## src/rtl/prim_pkg.sv

```systemverilog
// Shared constants and types for the stream primitive cells (demux width, select width, mask type).
package prim_pkg;
  localparam int DEMUX_PORTS = 8;
  localparam int DEMUX_SEL_W = 3;

  typedef logic [DEMUX_PORTS-1:0] demux_mask_t;
endpackage

```

## src/rtl/prim_dec_3x8.sv

```systemverilog
// Combinational 3-to-8 one-hot decoder; exactly one output bit is set for every select value.
module prim_dec_3x8
  import prim_pkg::*;
(
  input  logic [DEMUX_SEL_W-1:0] sel,
  output logic [DEMUX_PORTS-1:0] onehot
);

  assign onehot = demux_mask_t'(1) << sel;

endmodule

```

## src/rtl/prim_stream_demux_1x8.sv

```systemverilog
// Registered 1-to-8 stream demultiplexer with a single holding stage and a pending-destination mask.
// Optional broadcast (all 8 destinations) is enabled by defining PRIM_DEMUX_BCAST_EN.
module prim_stream_demux_1x8
  import prim_pkg::*;
#(
  parameter int WIDTH = 32
) (
  input  logic                   i_clk,
  input  logic                   i_rst_n,
  input  logic                   i_valid,
  input  logic [DEMUX_SEL_W-1:0] i_sel,
  input  logic [WIDTH-1:0]       i_data,
`ifdef PRIM_DEMUX_BCAST_EN
  input  logic                   i_bcast,
`endif
  output logic                   o_ready,
  output logic [DEMUX_PORTS-1:0] o_valid,
  output logic [WIDTH-1:0]       o_data,
  input  logic [DEMUX_PORTS-1:0] i_ready,
  output logic                   o_busy
);

  logic             r_valid;
  logic [WIDTH-1:0] r_data;
  demux_mask_t      r_mask;

  demux_mask_t sel_mask;
  demux_mask_t load_mask;
  demux_mask_t remain_mask;
  logic        acc;

  prim_dec_3x8 u_dec (
    .sel    (i_sel),
    .onehot (sel_mask)
  );

`ifdef PRIM_DEMUX_BCAST_EN
  assign load_mask = i_bcast ? '1 : sel_mask;
`else
  assign load_mask = sel_mask;
`endif

  // Handshake: a transfer happens on a rising edge where valid and ready are both high.
  // Upstream ready frees the stage once every pending destination takes the item this
  // cycle, so a drain and a new accept can share one edge; it never looks at i_valid.
  assign remain_mask = r_mask & ~i_ready;
  assign o_ready     = !r_valid || ((r_mask & i_ready) == r_mask);
  assign acc         = i_valid && o_ready;

  always_ff @(posedge i_clk or negedge i_rst_n) begin
    if (!i_rst_n) begin
      r_valid <= 1'b0;
      r_data  <= '0;
      r_mask  <= '0;
    end else if (acc) begin
      r_valid <= 1'b1;
      r_data  <= i_data;
      r_mask  <= load_mask;
    end else begin
      r_valid <= |remain_mask;
      r_mask  <= remain_mask;
    end
  end

  assign o_valid = {DEMUX_PORTS{r_valid}} & r_mask;
  assign o_data  = r_data;
  assign o_busy  = r_valid;

endmodule

```

## config.mk

```make
export PLATFORM = sky130hd
export DESIGN_NAME = prim_stream_demux_1x8
export DESIGN_NICKNAME = d
export VERILOG_FILES = /design/src/rtl/prim_pkg.sv /design/src/rtl/prim_dec_3x8.sv /design/src/rtl/prim_stream_demux_1x8.sv
export SDC_FILE = /design/constraint.sdc
export NUM_CORES = 1
export LEC_CHECK = 0
export CAP_MARGIN = 20
export CORE_MARGIN = 2
export CORE_UTILIZATION = 45
export DETAILED_ROUTE_END_ITERATION = 8
export PLACE_DENSITY = 0.81
export SKIP_LAST_GASP = 1
export SLEW_MARGIN = 30
export SYNTH_ARGS = -nofsm -noshare
export SYNTH_HDL_FRONTEND = slang
export SYNTH_SLANG_ARGS = --single-unit
```

## constraint.sdc

```tcl
create_clock -name i_clk -period 2.3 [get_ports i_clk]
set_clock_uncertainty 0.2 [all_clocks]
set_input_delay 0.69 -clock i_clk [delete_from_list [all_inputs] [get_ports i_clk]]
set_output_delay 0.69 -clock i_clk [all_outputs]
set_load 0.01 [all_outputs]
```

==> results of run 1 <==
[flip-flops by register name, summed over array words and instances (netlist names)]
signal  cells
o_data     32
r_mask      8
o_busy      1
[kinds of logic after synthesis]
family,synth area share (%)
AOI/OAI and AO/OA,29.35
and+or+nand+nor,22.17
buffers and inverters,5.502
DFF,42.98
[power by group through the flow]
stage          Clock [uW]  Sequential (uW)  Combinational, uW
2_1_floorplan           0             1040                423
3_3_place_gp            0              987                927
3_5_place_dp            0              993                945
4_1_cts               611              986                949
5_1_grt               644             1010               1010
6_report              598              988                939
[worst max-delay path by stage]
| stage | start | to | slack (ps) | cells past startpoint |
|---|---|---|---|---|
| after floorplan | i_ready[6] | o_ready | 9 | 5 |
| after global placement | i_ready[6] | o_ready | -780 | 6 |
| after detailed placement | i_ready[1] | o_ready | -780 | 6 |
| after CTS | i_ready[5] | o_ready | -80 | 6 |
| after global routing | i_ready[7] | o_ready | 5 | 6 |
| final | i_ready[4] | o_ready | 40 | 6 |
[area by class of cell]
class / count / area, um^2 / area share, %
multi-input combinational: 169 / 1296 / 37.05
sequential: 41 / 1026 / 29.33
timing repair buffer: 104 / 968.4 / 27.68
tap: 70 / 87.58 / 2.504
clock buffer: 7 / 86.33 / 2.468
clock inverter: 1 / 30.03 / 0.8584
inverter: 1 / 3.754 / 0.1073
[metrics by stage]
| stage | setup slack [ps] | instance area [um^2] | instances |
|---|---|---|---|
| 2_1_floorplan | 9.216 | 2419 | 235 |
| 3_3_place_gp | -776.5 | 3369 | 382 |
| 3_5_place_dp | -777.9 | 3369 | 382 |
| 4_1_cts | -76.96 | 3513 | 391 |
| 5_1_grt | 5.143 | 3498 | 393 |
| 6_report | 39.79 | 3498 | 393 |
[synthesized netlist by cell type, types with 3 or more instances]
cell type  instances  share of area [%]
clkbuf_1          15                2.4
nand2_1           35                5.5
buf_6              4                1.9
buf_2              3               0.63
nand2b_1          39                 10
dfrtp_1           41                 43
o211ai_2          31                 16
and2_1             8                2.1
o22ai_1            8                2.1
nand3_1            4               0.84
o211ai_1          33                 10
nor2b_1            4                1.0
[placed cells by master, fill, tap and decap left out, types with 2 or more instances in the layout]
master / count
clkbuf_8: 6
and2_1: 8
nand2b_1: 32
nand2b_4: 8
buf_2: 2
nand3_1: 4
nand2_1: 35
nor2b_1: 4
buf_12: 2
o211ai_2: 31
dfrtp_1: 41
clkbuf_2: 8
dlygate4sd2_1: 8
o211ai_1: 33
clkdlybuf4s50_1: 68
buf_6: 2
buf_4: 14
o22ai_1: 8
nand4_4: 2
[per-layer routing]
metal	track usage [%]	vias up	routed length (um)
met1	28.95	1046	2744
met2	36.84	68	3133
met3	4.706	6	302
met4	4.545	0	54
met5	0	-	0
li1	-	1019	-
[timing repair]
action | CTS | global route
pin swaps | 3 | 3
buffers inserted | 1 | 2
setup endpoints to repair | 10 | 1
gates resized for setup | 27 | 16
==> impl_metrics.toml, run 1 <==
[final_layout]
area_growth_pct = 46.54
diodes = 0
utilization_pct = 68.50
fin_nets = 368
num-fill-cells = 410
drive_above_1_share_pct = 24.15

[place]
io_buffer_count = 87
post-dp-hpwl_um = 4097
gp_congestion = 0.7536

[outcome]
status = "finished clean"

[floorplan]
pin_count = 88
core-area_um2 = 5107
start_util_pct = 46.74
row_count = 26
dieArea_um2 = 5904
die_h_um = 76.84
fp.dieW_um = 76.84

[grt]
grt_pass1_vias = 2143
grt_max_degree = 41
grt-ovfl-total = 0
grt_pass1_wl_um = 10560
track_usage_pct = 21.85
antenna_found_initial = 0

[synth]
syn-cell-area_um2 = 2387
async_flop_share_pct = 100.0
ys_ff_latch = 41
synth.net_count = 281
avgSynthCellArea_um2 = 10.16
synth-seq-area-share_pct = 42.98
syn-instance-count = 235
yosysUniqueCellTypes = 22
synth_edf_count = 0
synthFlopType = "dfrtp_1"
synth_warnings = 0

[setup_path]
worstSetupPathType = "in -> out"
path_max_fanout = 2
r2r-end = "o_data[26]"
critical_path.max_stage_delay_ps = 230
r2r_slack_ps = 570
r2r_start = "r_mask[4]"
path_cells = "clkbuf_2 > nand2b_4 > nand4_4 > o21a_4 > inv_2 > buf_6"
reg2reg_depth = 5
arrival_ps = 1370
crit_buf_inv = 3
crit_slowest_cell = "o21a_4"
startpoint_type = "input pin"
cp.required_ps = 1410
cp-end-kind = "output port"
cp_top_family = "simple AND/OR/NAND/NOR gates"

[pwr]
power.total_uw = 2525
p_int_uw = 1727
leakage_uw = 0.001508
switching_power_uw = 797.3
share_seq_of_total_power_pct = 39.1
pwr-share-comb_pct = 37.2
ir_drop_v = 0.0003890
p_sw_share_pct = 31.58
powerDensity_nw_per_um2 = 721.6
pwr-share-clk_pct = 23.7

[clock_tree]
clock-sinks = 41
clock-root-buffer = "clkbuf_8"
clock_latency_ps = 290
numCtsBuffers = 5
clock_path_buffers = 2
clk_pin_slew_ps = 80
postCtsHoldBufs = 0
cts.htree.levels = 2
cts_tree = "built"

[detailed_routing]
route.vias.total = 2139
drtIter0Drc = 117
postRouteAntennaNets = 0
viasPerCell = 5.443
routed_wl_um = 6235
dr.pass1.iters = 4
wire_per_inst_um = 15.87
drc = 0

[sta]
fmax_mhz = 442.4
finalHoldViolCount = 0
hold_slack_ps = 169.9
rsz0062_at_grt = "no"
period_share_pct = 98.27
worst_pin_slew_ps = 592.6
min_period_ps = 2260
tns_ps = 0
drv_slew = 0
relSlewSlack_pct = 60.49
setup_viol = 0

[job]
drv_cap = 0

[hold_path]
holdCritPathClass = "in -> async"
Power figures use the tool's default switching activity.
==> run 2: changes to the inputs <==
--- a/config.mk
+++ b/config.mk
@@ -7,9 +7,10 @@
 export LEC_CHECK = 0
 export CAP_MARGIN = 20
 export CORE_MARGIN = 2
-export CORE_UTILIZATION = 45
+export CORE_UTILIZATION = 55
 export DETAILED_ROUTE_END_ITERATION = 8
-export PLACE_DENSITY = 0.81
+export DONT_BUFFER_PORTS = 1
+export PLACE_DENSITY = 0.7
 export SKIP_LAST_GASP = 1
 export SLEW_MARGIN = 30
 export SYNTH_ARGS = -nofsm -noshare
==> impl_metrics.toml, run 2 (synthesized netlist as in run 1, its figures left out) <==
[outcome]
status = "finished clean"

[final_layout]
num-fill-cells = 336
diodes = 0
largest_register_ffs = 32
fin_nets = 270
area_growth_pct = 5.241
layout_common_cells = "dfrtp_1, nand2b_1, nand2_1, o211ai_1, o211ai_2"
drive_above_1_share_pct = 23.56
final_common_cell = "dfrtp_1"

[detailed_routing]
m1WireLength_um = 2235
dr_wl_met2_um = 2629
dr.pass1.iters = 4
dr_wl_met3_um = 360
drtIter0Drc = 168
viasPerCell = 6.378
highest_layer = "met4"
postRouteAntennaNets = 0
wire_per_inst_um = 19.37
route.vias.total = 1754
routed_wl_um = 5327
drc = 0

[clock_tree]
clock_path_buffers = 2
cts_tree = "built"
clock-sinks = 41
cts.htree.levels = 2
cts_setup_buffers = 0
cts_resized = 0
clock_latency_ps = 290
numCtsBuffers = 5
clk_pin_slew_ps = 80
clock-root-buffer = "clkbuf_8"

[pwr]
p_sw_share_pct = 34.79
pwr-share-comb_pct = 22.8
p_int_uw = 1334
share_seq_of_total_power_pct = 52.7
ir_drop_v = 0.0003824
pwr-share-clk_pct = 24.5
switching_power_uw = 711.6
leakage_uw = 0.001049
powerDensity_nw_per_um2 = 814.1

[hold_path]
holdCritPathClass = "in -> async"

[job]
drv_cap = 0

[grt]
grt_pass1_vias = 1823
antenna_found_initial = 0
grt-ovfl-total = 0
grt_pass1_wl_um = 8832
track_usage_pct = 22.37
grt_max_degree = 72

[setup_path]
cp.required_ps = 1410
critical_path.max_stage_delay_ps = 220
cp-end-kind = "output port"
worstSetupPathType = "in -> out"
path_max_fanout = 3
crit_path_start = "i_ready[6]"
path_cells = "nand2b_1 > nand4_4 > o21a_4 > inv_2"
arrival_ps = 1250
cp-endpoint = "o_ready"
r2r_start = "o_busy"
r2r_slack_ps = 440
r2r-end = "r_mask[1]"
startpoint_type = "input pin"
crit_slowest_cell = "o21a_4"
reg2reg_depth = 3

[sta]
drv_slew = 0
min_period_ps = 2139
finalHoldViolCount = 0
tns_ps = 0
period_share_pct = 93.01
worst_pin_slew_ps = 547.7
setup_viol = 0
rsz0062_at_grt = "no"
fmax_mhz = 467.5
timing.final.ws_setup_ps = 160.7
relSlewSlack_pct = 63.41

[floorplan]
dieArea_um2 = 4883
start_util_pct = 58.42
row_count = 23
pin_count = 88
core-area_um2 = 4086
fp.dieW_um = 69.88
die_h_um = 69.88

[place]
io_buffer_count = 0
gp_congestion = 0.7663
post-dp-hpwl_um = 3466
place_ws_ps = 162.5
## run 2: layout make-up
class	count	area, um^2	area share [%]
inverter	1	3.754	0.1494
clock inverter	1	5.005	0.1992
timing repair buffer	6	57.56	2.291
multi-input combinational	169	1261	50.20
tap	50	62.56	2.490
clock buffer	7	96.34	3.835
sequential	41	1026	40.84
## run 2: stage by stage
stage,area (um^2),cells,util [%],hold WS [ps],total power (uW)
floorplan,2419,235,-,194.4,1462
global placement,2391,266,58.51,195.5,1504
detailed placement,2391,266,58.51,195.2,1545
CTS,2512,275,61.48,37.21,2072
global route,2512,275,61.48,46.80,2163
finish,2512,275,61.48,34.83,2045
## run 2: how the worst min path moves through the flow
stage,depth (start not counted),slack (ps),end,from
2_1_floorplan,0,190,o_busy,i_rst_n
3_3_place_gp,0,200,r_mask[6],i_rst_n
3_5_place_dp,0,200,r_mask[5],i_rst_n
4_1_cts,1,40,r_mask[5],i_rst_n
5_1_grt,1,50,r_mask[5],i_rst_n
6_report,1,30,r_mask[5],i_rst_n
## run 2: routing by layer
layer | up-vias | track usage [%]
met2 | 77 | 37.67
met5 | - | 0
met4 | 0 | 8.974
met3 | 9 | 5.051
li1 | 822 | -
met1 | 846 | 27.80
## run 2: repair_timing
action                     in CTS  in global routing
hold buffers                    1                  0
setup endpoints to repair       0                  0
hold endpoints to repair       41                  0
## run 2: worst max-delay path, delay by kind of cell
family	cells	cell delay, ps
buffers and inverters	1	70
AO/OA/AOI/OAI	1	220
AND/OR/NAND/NOR	2	280
## run 2: power by group through the flow
stage	registers (uW)	clock network, uW	logic, uW
2_1_floorplan	1040	0	423
3_3_place_gp	1080	0	427
3_5_place_dp	1090	0	457
4_1_cts	1080	521	473
5_1_grt	1100	546	518
6_report	1080	502	466
